===== src/rtl/cbi980_pkg.sv =====
// Shared types and constants for the cbi980 register-port arbiter.
package cbi980_pkg;

    typedef enum logic [1:0] {
        IDLE  = 2'd0,
        WRITE = 2'd1,
        READ  = 2'd2,
        RESP  = 2'd3
    } arb_state_t;

    localparam logic [1:0] RESP_OKAY   = 2'b00;
    localparam logic [1:0] RESP_SLVERR = 2'b10;

    localparam int DEF_ADDR_W = 3;
    localparam int DEF_DATA_W = 32;

endpackage


===== src/rtl/cbi980_rr_arb.sv =====
// Rotating-priority picker: grants the first asserted request at or after ptr.
module cbi980_rr_arb #(
    parameter int NREQ  = 2,
    parameter int IDX_W = $clog2(NREQ)
) (
    input  logic [NREQ-1:0]  req,
    input  logic [IDX_W-1:0] ptr,
    output logic [NREQ-1:0]  grant,
    output logic [IDX_W-1:0] idx
);

    logic found;
    int   j;

    always_comb begin
        grant = '0;
        idx   = '0;
        found = 1'b0;
        j     = 0;
        for (int k = 0; k < NREQ; k++) begin
            j = int'(ptr) + k;
            if (j >= NREQ) j = j - NREQ;
            if (!found && req[j]) begin
                found    = 1'b1;
                grant[j] = 1'b1;
                idx      = IDX_W'(j);
            end
        end
    end

endmodule


===== src/rtl/cbi980_regarb.sv =====
// Round-robin arbiter sharing the cbi980_core register port among NREQ requesters,
// sequencing write/read strobes and returning the response on a valid/ready channel.
//
// state | meaning
// IDLE  | offering req_ready to the rotating-priority winner
// WRITE | one-cycle core_wr_en, capture core_wr_err
// READ  | core_rd_valid_in held until completion or timeout
// RESP  | rsp_valid to the granted requester until its rsp_ready
module cbi980_regarb
    import cbi980_pkg::*;
#(
    parameter int NREQ       = 2,
    parameter int ADDR_W     = DEF_ADDR_W,
    parameter int DATA_W     = DEF_DATA_W,
    parameter int RD_TIMEOUT = 16
) (
    input  logic                   aclk,
    input  logic                   arstn,
    input  logic [NREQ-1:0]        req_valid,
    input  logic [NREQ-1:0]        req_write,
    input  logic [NREQ*ADDR_W-1:0] req_addr,
    input  logic [NREQ*DATA_W-1:0] req_wdata,
    output logic [NREQ-1:0]        req_ready,
    output logic [NREQ-1:0]        rsp_valid,
    output logic [DATA_W-1:0]      rsp_data,
    output logic                   rsp_err,
    input  logic [NREQ-1:0]        rsp_ready,
    output logic [ADDR_W-1:0]      core_wr_addr,
    output logic [DATA_W-1:0]      core_wr_data,
    output logic                   core_wr_en,
    input  logic                   core_wr_err,
    output logic [ADDR_W-1:0]      core_rd_addr,
    output logic                   core_rd_valid_in,
    input  logic [DATA_W-1:0]      core_rd_data,
    input  logic                   core_rd_valid_out
);

    localparam int IDX_W = $clog2(NREQ);
    localparam int CNT_W = $clog2(RD_TIMEOUT);

    logic [1:0]        rst_sync_q;
    logic              rst_n;
    arb_state_t        state;
    logic [IDX_W-1:0]  ptr;
    logic [IDX_W-1:0]  gnt_idx;
    logic [ADDR_W-1:0] lat_addr;
    logic [DATA_W-1:0] lat_wdata;
    logic [CNT_W-1:0]  to_cnt;
    logic [DATA_W-1:0] rsp_data_q;
    logic [1:0]        rsp_code;
    logic [NREQ-1:0]   arb_grant;
    logic [IDX_W-1:0]  arb_idx;

    // Assert asynchronously, release two clocks later so all flops leave reset together.
    always_ff @(posedge aclk or negedge arstn) begin
        if (!arstn) rst_sync_q <= '0;
        else        rst_sync_q <= {rst_sync_q[0], 1'b1};
    end
    assign rst_n = rst_sync_q[1];

    cbi980_rr_arb #(
        .NREQ  (NREQ),
        .IDX_W (IDX_W)
    ) u_rr_arb (
        .req   (req_valid),
        .ptr   (ptr),
        .grant (arb_grant),
        .idx   (arb_idx)
    );

    // Down-counter loaded at accept; reaching zero marks the last allowed read cycle.
    always_ff @(posedge aclk or negedge rst_n) begin
        if (!rst_n) begin
            state      <= IDLE;
            ptr        <= '0;
            gnt_idx    <= '0;
            lat_addr   <= '0;
            lat_wdata  <= '0;
            to_cnt     <= '0;
            rsp_data_q <= '0;
            rsp_code   <= RESP_OKAY;
        end else begin
            case (state)
                IDLE: begin
                    if (|arb_grant) begin
                        gnt_idx   <= arb_idx;
                        lat_addr  <= req_addr[int'(arb_idx)*ADDR_W +: ADDR_W];
                        lat_wdata <= req_wdata[int'(arb_idx)*DATA_W +: DATA_W];
                        to_cnt    <= CNT_W'(RD_TIMEOUT - 1);
                        state     <= req_write[arb_idx] ? WRITE : READ;
                    end
                end
                WRITE: begin
                    rsp_data_q <= '0;
                    rsp_code   <= core_wr_err ? RESP_SLVERR : RESP_OKAY;
                    state      <= RESP;
                end
                READ: begin
                    if (core_rd_valid_out) begin
                        rsp_data_q <= core_rd_data;
                        rsp_code   <= RESP_OKAY;
                        state      <= RESP;
                    end else if (to_cnt == '0) begin
                        rsp_data_q <= '0;
                        rsp_code   <= RESP_SLVERR;
                        state      <= RESP;
                    end else begin
                        to_cnt <= to_cnt - CNT_W'(1);
                    end
                end
                RESP: begin
                    if (rsp_ready[gnt_idx]) begin
                        ptr        <= (gnt_idx == IDX_W'(NREQ - 1)) ? '0 : gnt_idx + IDX_W'(1);
                        rsp_data_q <= '0;
                        rsp_code   <= RESP_OKAY;
                        state      <= IDLE;
                    end
                end
                default: state <= IDLE;
            endcase
        end
    end

    assign req_ready        = (state == IDLE && rst_n) ? arb_grant : '0;
    assign rsp_valid        = (state == RESP) ? ({{(NREQ-1){1'b0}}, 1'b1} << gnt_idx) : '0;
    assign rsp_data         = rsp_data_q;
    assign rsp_err          = (rsp_code == RESP_SLVERR);
    assign core_wr_en       = (state == WRITE);
    assign core_rd_valid_in = (state == READ);
    assign core_wr_addr     = lat_addr;
    assign core_rd_addr     = lat_addr;
    assign core_wr_data     = lat_wdata;

endmodule


===== config.mk =====
export PLATFORM = sky130hd
export DESIGN_NAME = cbi980_regarb
export DESIGN_NICKNAME = d
export VERILOG_FILES = /design/src/rtl/cbi980_pkg.sv /design/src/rtl/cbi980_rr_arb.sv /design/src/rtl/cbi980_regarb.sv
export SDC_FILE = /design/constraint.sdc
export NUM_CORES = 1
export LEC_CHECK = 0
export CAP_MARGIN = 5
export CORE_ASPECT_RATIO = 1.25
export CORE_MARGIN = 2
export CORE_UTILIZATION = 29
export DETAILED_ROUTE_END_ITERATION = 10
export PLACE_DENSITY_LB_ADDON = 0.08
export SLEW_MARGIN = 20
export SYNTH_ARGS = -nofsm -noshare
export SYNTH_HDL_FRONTEND = slang
export SYNTH_SLANG_ARGS = --single-unit

===== constraint.sdc =====
create_clock -name aclk -period 3.8 [get_ports aclk]
set_input_delay 1.14 -clock aclk [delete_from_list [all_inputs] [get_ports aclk]]
set_output_delay 1.14 -clock aclk [all_outputs]
set_load 0.01 [all_outputs]

Yosys cells after proc, flatten, opt, wreduce, memory -nomap -nowiden
Cells that the tools add are included.
- memory bits (writable): 0
- memories: 0
- bits in registers: 79
- logic and storage cells: 93
- input port bits: 112
- bits in latches: 0
- ROM bits: 0
- output and inout port bits: 77
- divide/modulo/power cells: 0
- equality and inequality tests: 9
- muxes and demuxes: 42
- reductions and logical operators: 15
- $lt $le $gt $ge: 8
- bitwise gates (word level): 1
- $mul: 1
- shifts and indexed selects: 3
- $add $sub $neg: 5
- operators by type and width (operator ; number):
    32-bit two-way mux ; 5
    32-bit case mux with 3 select lines ; 1
    32-bit by 1-bit >= comparator with 1-bit output (second input constant) ; 2
    32-bit by 3-bit < comparator with 1-bit output (second input constant) ; 2
    64-bit by 7-bit indexed part select with 32-bit output ; 1
    32-bit by 3-bit >= comparator with 1-bit output (second input constant) ; 1
    32-bit by 3-bit subtractor with 32-bit output (second input constant) ; 1
    2-bit two-way mux ; 12
    1-bit two-way mux ; 16
    4-bit two-way mux ; 3
    2-bit != test (second input constant) ; 4
    2-bit case mux with 4 select lines ; 1
    4-bit case mux with 2 select lines ; 1
    2-bit equality test (second input constant) ; 3
    2-bit case mux with 3 select lines ; 1
    3-bit AND reduction ; 2
    6-bit by 4-bit indexed part select with 3-bit output ; 1
    1-bit logical AND ; 4
    4-bit logical NOT ; 1
    1-bit by 2-bit < comparator with 1-bit output (second input constant) ; 2
    2-bit AND reduction ; 2
    4-bit AND reduction ; 1
    4-bit by 1-bit subtractor with 4-bit output (second input constant) ; 1
    1-bit by 2-bit multiplier with 3-bit output (second input constant) ; 1
    other kinds (14) ; 15

Depth between registers and ports, before layout
Gate-level depths: netlist (run 1).
- word-level depth: 14
- depth in mapped cells: 8
- gate-level depth less buffers: 6

Modules after synthesis
From an unflattened synthesis (run 1), not the netlist that was laid out.
- cell total of the unflattened synthesis: 297
- area, all modules: 3488.3 µm²
- modules (own cells, without submodules) (module ; cells each ; sequential area each (µm²) ; times used ; area each (µm²)):
    cbi980_regarb ; 293 ; 1951.9 ; 1 ; 3458.3
    cbi980_rr_arb ; 4 ; 0.0 ; 1 ; 30.0

Worst setup path before layout (run 1)
OpenSTA, ideal clock, no wires.
- path type: register -> output
- start: register rst_sync_q[1]
- end: output req_ready[0]
- buffers on the path: 0
- slack: 0.253 ns
- stages on the path, launching flop included: 3
- data required time: 2.660 ns
- arrival time: 2.407 ns
- path through: dfrtp_1 > nand3_1 > a21oi_1
- cells in the longest elaborated chain, start to end: 2
- RTL lines (element ; line ; RTL):
    start: declaration ; cbi980_regarb.sv:41 ; logic [1:0] rst_sync_q;
    start signal: assignment ; cbi980_regarb.sv:57 ; else rst_sync_q <= {rst_sync_q[0], 1'b1};
    1-bit logical AND ; cbi980_regarb.sv:124 ; assign req_ready = (state == IDLE && rst_n) ? arb_grant : '0;
    2-bit two-way mux ; cbi980_regarb.sv:124 ;
    end: declaration ; cbi980_regarb.sv:23 ; output logic [NREQ-1:0] req_ready,
Every way passes these cells.

Worst setup path after layout (run 1)
- start: input req_valid[0]
- end: output req_ready[0]
- cells in the longest elaborated chain, start to end: 8
- elaborated cells on any way between the ends: 13
- classes of those cells: mux (10); bitwise (1); reduce/logical (2)
- RTL lines (element ; line ; RTL):
    start: declaration ; cbi980_regarb.sv:19 ; input logic [NREQ-1:0] req_valid,
    1-bit two-way mux (implied by the code) (3 in a row) ; cbi980_rr_arb.sv:23 ; if (!found && req[j]) begin
    1-bit two-way mux ; cbi980_rr_arb.sv:23 ;
    1-bit logical NOT ; cbi980_rr_arb.sv:23 ;
    1-bit logical AND ; cbi980_rr_arb.sv:23 ;
    2-bit two-way mux (*) ; cbi980_rr_arb.sv:23 ;
    2-bit two-way mux (*) ; cbi980_regarb.sv:124 ;
Mark *: on every way between the ends. The rest lies on a longest branch, timed or not. The select of a mux whose other input is x is not followed.

==> results of run 1 <==
## per-layer routing
layer	up-vias	wire length, um	GRT usage, %
li1	1596	-	-
met1	1398	4140	18.2
met2	136	4520	24.5
met3	12	962	6.43
met4	0	136	5.41
met5	-	0	0
## sequential cells by signal, indices dropped and copies added, names as in the netlist
signal / cells
core_rd_addr: 3
core_wr_data: 32
gnt_idx: 1
ptr: 1
rsp_code: 1
rsp_data: 32
rst_sync_q: 2
state: 2
to_cnt: 4
## area by class of cell
cell class | instances | area, um^2
well taps | 164 | 205
flip-flops and latches | 78 | 1960
multi-input cells | 260 | 1500
clock buffers | 9 | 225
clock inverters | 6 | 63.8
fillers | 1228 | 6240
repair buffers | 196 | 1950
inverters | 6 | 22.5
## what timing repair did
| item | CTS | global route |
|---|---|---|
| gates resized for setup | 0 | 2 |
| setup buffers | 0 | 1 |
| endpoints found under the setup margin | 0 | 2 |
## worst paths after layout
check	startpoint	to	slack [ns]
worst min register to register	rst_sync_q[1]	core_wr_data[15]	0.15
min in group aclk	rst_sync_q[0]	rst_sync_q[1]	0.36
worst max register to register	state[0]	rsp_code[1]	1.62
worst min-delay path	rst_sync_q[1]	core_wr_data[15]	0.15
worst max-delay path	req_valid[0]	req_ready[0]	0.45
max in group asynchronous	arstn	rst_sync_q[1]	2.68
## synth_stat cells (all sizes together)
| library cell | number |
|---|---|
| nand2 | 108 |
| dfrtp | 78 |
| o21ai | 71 |
| mux2i | 37 |
| buf | 14 |
| clkbuf | 13 |
| ha | 6 |
| inv | 6 |
| nor2 | 6 |
| a21oi | 3 |
| and2 | 3 |
| a21o | 2 |
| a2bb2oi | 2 |
| mux2 | 2 |
| nand2b | 2 |
| nand3 | 2 |
| o221ai | 2 |
| a21bo | 1 |
| a21boi | 1 |
| a221o | 1 |
| a31o | 1 |
| a32o | 1 |
| and4b | 1 |
| conb | 1 |
| nor3 | 1 |
| nor3b | 1 |
| o211ai | 1 |
| o21a | 1 |
| o22ai | 1 |
| o2bb2ai | 1 |
| or3b | 1 |
## power by group
part           total, W  switching [W]  internal (W)
registers       0.00133       0.000187       0.00115
clock network  0.000837       0.000334      0.000503
logic           0.00181       0.000884      0.000929
## per-stage QoR
| step | instances | setup slack [ns] | hold WS (ns) | total power [W] |
|---|---|---|---|---|
| floorplan | 371 | 0.253 | 0.331 | 0.00231 |
| global placement | 703 | 0.0617 | 0.152 | 0.00317 |
| global route | 719 | 0.368 | 0.166 | 0.00430 |
| detailed placement | 703 | 0.0491 | 0.156 | 0.00320 |
| CTS | 718 | 0.0323 | 0.158 | 0.00406 |
| finish | 719 | 0.451 | 0.147 | 0.00398 |
## logic make-up (layout without fill, tap and decap cells)
family          after synthesis  in the layout  synth area share [%]
simple gates                125            125                  13.9
compound gates               89             89                  13.9
flops                        78             78                  53.9
mux                          39             39                  10.9
buf+inv                      33            217                  5.25
fa+ha+maj                     6              6                  2.07
other cells                   1              1                 0.104
## worst max-delay path, delay by kind of cell
| kind | cells | cell delay, ns |
|---|---|---|
| AND/OR/NAND/NOR | 1 | 0.11 |
| buffers and inverters | 2 | 0.82 |
| AO/OA/AOI/OAI | 1 | 0.14 |
==> flow_metrics.py, run 1 <==
metrics = {
    "status": {
        "status": "completed",
    },
    "floorplanning": {
        "core_um2": 12200,
        "die_h_um": 129,
        "start_util_pct": 29.8,
        "die_area_um2": 13400,
        "top_level_ports": 189,
        "rows": 45,
        "die_width_um": 104,
    },
    "synth": {
        "synth_seq_cells": 78,
        "syn-cell-area_um2": 3620,
        "synth_top_area_share_pct": 53.9,
        "ys_types": 36,
        "yosys-top-cells-area": "dfrtp_1 (54%), nand2_1 (11%), mux2i_1 (10%)",
        "ys_seq_area_share_pct": 53.9,
        "yosysWarnings": 0,
        "avgSynthCellArea_um2": 9.76,
        "synth_nets": 489,
        "syn_inst": 371,
        "yosys.area.top_type": "dfrtp_1",
    },
    "routing": {
        "viasPerCell": 4.37,
        "drtIter0Drc": 82,
        "vias": 3142,
        "drt_pre_antenna_iters": 4,
        "drtAntennaViolNets": 0,
        "drt-total-wl_um": 9760,
        "wire_per_inst_um": 13.6,
        "drc": 0,
    },
    "sta": {
        "maxSlewViolCount": 0,
        "worst_pin_slew_ns": 0.595,
        "final-setup-viol-count": 0,
        "timing.final.crit_share_pct": 88.1,
        "finalHoldViolCount": 0,
        "finalSetupTns_ns": 0,
        "fin_skew_ns": 0.00752,
        "relSlewSlack_pct": 60.4,
        "rsz0062_at_grt": "no",
        "fin_crit_ns": 3.35,
        "fmax_mhz": 299,
    },
    "clock_network": {
        "htreeDepth": 3,
        "cts_tree": "done",
        "worstSkewPairLatency_ns": 0.33,
        "clkSinkCount": 78,
        "cts_root_buffer": "clkbuf_16",
        "clkSlewWorstSetupHoldPaths_ns": 0.06,
        "numCtsBuffers": 9,
        "clock_path_buffers": 2,
        "cts-hold-fix-buffers": 0,
    },
    "global_routing": {
        "grt-ovfl-total": 0,
        "grt_pass1_vias": 3133,
        "track_usage_pct": 15.1,
        "grt_max_degree": 72,
        "grt_pass1_wl_um": 16100,
        "antenna_found_initial": 0,
    },
    "place": {
        "place_congestion": 0.782,
        "postPlaceCellArea_um2": 5620,
        "port_buffers": 188,
        "hpwl_um": 7390,
    },
    "final_layout": {
        "drive_above_1_share_pct": 5.59,
        "layout_commonest_cell": "clkdlybuf4s50_1",
        "areaGrowthSynthToFinish_pct": 63.5,
        "nNetsFinal": 669,
        "final_util_pct": 48.7,
        "stdcell_area_um2": 5920,
        "final_cell_mix": "clkdlybuf4s50_1 (186), nand2_1 (107), dfrtp_1 (77)",
        "diodes": 0,
    },
    "pwr": {
        "powerDensity_nw_per_um2": 673,
        "p_leak_nw": 2.57,
        "vdd_ir_drop_max_mv": 0.285,
    },
    "setup_path": {
        "crit_slowest_cell": "clkdlybuf4s50_1",
        "start_kind": "primary input",
        "worst_path_largest_cell_delay_ns": 0.59,
        "arrival_ns": 2.21,
        "critPathKind": "primary input to output pin",
        "crit_chain": "clkdlybuf4s50_1, nand3_1, a21oi_1, dlymetal6s2s_1",
        "worst_setup_path_end_kind": "output pin",
        "worstPathMaxFanout": 5,
        "worstPathRequired_ns": 2.66,
        "rr_worst_depth": 7,
    },
    "run": {
        "maxCapViolations": 0,
    },
    "hold_path": {
        "hold_path.class": "flop to async pin",
    },
}
(Power assumes the default switching activity.)
==> inputs of run 2 (changes only) <==
--- a/config.mk
+++ b/config.mk
@@ -7,7 +7,7 @@
 export LEC_CHECK = 0
 export CAP_MARGIN = 5
 export CORE_ASPECT_RATIO = 1.25
-export CORE_MARGIN = 2
+export CORE_MARGIN = 1
 export CORE_UTILIZATION = 29
 export DETAILED_ROUTE_END_ITERATION = 10
 export PLACE_DENSITY_LB_ADDON = 0.08
==> flow_metrics.py, run 2 (synthesis results as in run 1) <==
metrics = {
    "sta": {
        "fmax_mhz": 273,
        "fin_crit_ns": 3.67,
        "final-setup-viol-count": 0,
        "finalSetupTns_ns": 0,
        "relSlewSlack_pct": 54.7,
        "timing.final.crit_share_pct": 96.6,
        "rsz0062_at_grt": "no",
        "fin_skew_ns": 0.00796,
        "maxSlewViolCount": 0,
        "finalHoldViolCount": 0,
        "worst_pin_slew_ns": 0.680,
    },
    "final_layout": {
        "areaGrowthSynthToFinish_pct": 64.0,
        "final_cell_mix": "clkdlybuf4s50_1 (188), nand2_1 (107), dfrtp_1 (77)",
        "diodes": 0,
        "drive_above_1_share_pct": 5.76,
        "nNetsFinal": 669,
        "stdcell_count": 720,
        "layout_commonest_cell": "clkdlybuf4s50_1",
        "final_util_pct": 48.8,
        "fill_cells": 1207,
        "stdcell_area_um2": 5940,
    },
    "floorplanning": {
        "top_level_ports": 189,
        "die_h_um": 127,
        "die_area_um2": 12900,
        "die_width_um": 102,
        "rows": 45,
        "start_util_pct": 29.8,
        "core_um2": 12200,
    },
    "routing": {
        "wl_met3_um": 986,
        "top_layer": "met4",
        "drc": 0,
        "viasPerCell": 4.37,
        "wl_met1_um": 4190,
        "wire_per_inst_um": 13.4,
        "drtIter0Drc": 107,
        "drt-total-wl_um": 9650,
        "drt_pre_antenna_iters": 4,
        "wl_met2_um": 4360,
        "drtAntennaViolNets": 0,
        "vias": 3148,
    },
    "clock_network": {
        "clock_path_buffers": 2,
        "numCtsBuffers": 9,
        "clkSlewWorstSetupHoldPaths_ns": 0.06,
        "worstSkewPairLatency_ns": 0.33,
        "cts_tree": "done",
        "clkSinkCount": 78,
        "postCtsSetupRepairBufs": 0,
        "cts_root_buffer": "clkbuf_16",
        "post_cts_resized": 0,
        "cts-hold-fix-buffers": 0,
        "htreeDepth": 3,
    },
    "setup_path": {
        "worst_setup_path_end_kind": "output pin",
        "cp_common_cell": "clkdlybuf4s50_1",
        "cpLargestDelayFamily": "buffers and inverters",
        "worstPathRequired_ns": 2.66,
        "crit_chain": "clkdlybuf4s50_1, nand3_1, a21oi_1, clkdlybuf4s50_1",
        "crit_start": "req_valid[0]",
        "crit_slowest_cell": "clkdlybuf4s50_1",
        "worst_path_largest_cell_delay_ns": 0.58,
        "arrival_ns": 2.53,
        "start_kind": "primary input",
        "cp.buffers_inverters": 2,
        "critPathKind": "primary input to output pin",
        "worstPathMaxFanout": 3,
        "timing.rr.start": "to_cnt[0]",
    },
    "global_routing": {
        "grt_max_degree": 72,
        "antenna_found_initial": 0,
        "grt_pass1_vias": 3156,
        "grt-ovfl-total": 0,
        "grt_pass1_wl_um": 15500,
        "track_usage_pct": 15.6,
    },
    "place": {
        "postPlaceCellArea_um2": 5640,
        "port_buffers": 188,
        "dp.cells": 704,
        "place_congestion": 0.703,
        "hpwl_um": 7150,
    },
    "pwr": {
        "p_leak_nw": 2.55,
        "vdd_ir_drop_max_mv": 0.297,
        "fin_total_pwr_w": 0.00404,
        "powerDensity_nw_per_um2": 680,
    },
    "status": {
        "status": "completed",
    },
    "hold_path": {
        "hold_path.class": "flop to async pin",
    },
    "run": {
        "maxCapViolations": 0,
    },
}
-- run 2: cell count changes in the layout (fill, tap and decap cells not counted), sizes merged --
cell           before  now
clkinvlp            2    1
dlymetal6s2s        2    0
inv                 6    7
clkinv              3    4
clkdlybuf4s50     186  188
-- run 2: path summary, 6_finish.rpt --
| check | slack [ns] | depth (start not counted) | endpoint |
|---|---|---|---|
| hold reg to reg | 0.25 | 0 | core_wr_data[17] |
| max in group asynchronous | 2.55 | 1 | rsp_data[30] |
| setup / recovery | 0.13 | 4 | req_ready[0] |
| min in group aclk | 0.36 | 0 | rst_sync_q[1] |
| setup reg to reg | 1.63 | 6 | to_cnt[2] |
| hold / removal | 0.25 | 0 | core_wr_data[17] |
-- run 2: area by class of cell --
type / instances / area [um^2] / share of cell area [%]
sequential: 78 / 1960 / 32.9
timing repair buffer: 196 / 1950 / 32.9
multi-input combinational: 260 / 1500 / 25.3
clock buffer: 9 / 225 / 3.79
tap: 164 / 205 / 3.46
clock inverter: 7 / 73.8 / 1.24
inverter: 6 / 22.5 / 0.379
-- run 2: per-layer routing --
metal	up-vias	global-route usage [%]
met5	-	0
met3	7	6.50
met2	135	24.6
met4	0	5.29
met1	1404	19.0
li1	1602	-
-- run 2: report_power, final --
group,switching (W),internal [W]
registers,0.000193,0.00115
logic,0.000884,0.000953
clock network,0.000349,0.000511
total,0.00143,0.00261
-- run 2: stage by stage --
step | hold WS (ns) | setup slack, ns
finish | 0.249 | 0.131
global route | 0.286 | 0.0484
floorplan | 0.331 | 0.253
global placement | 0.267 | 0.149
detailed placement | 0.266 | 0.135
CTS | 0.271 | 0.118
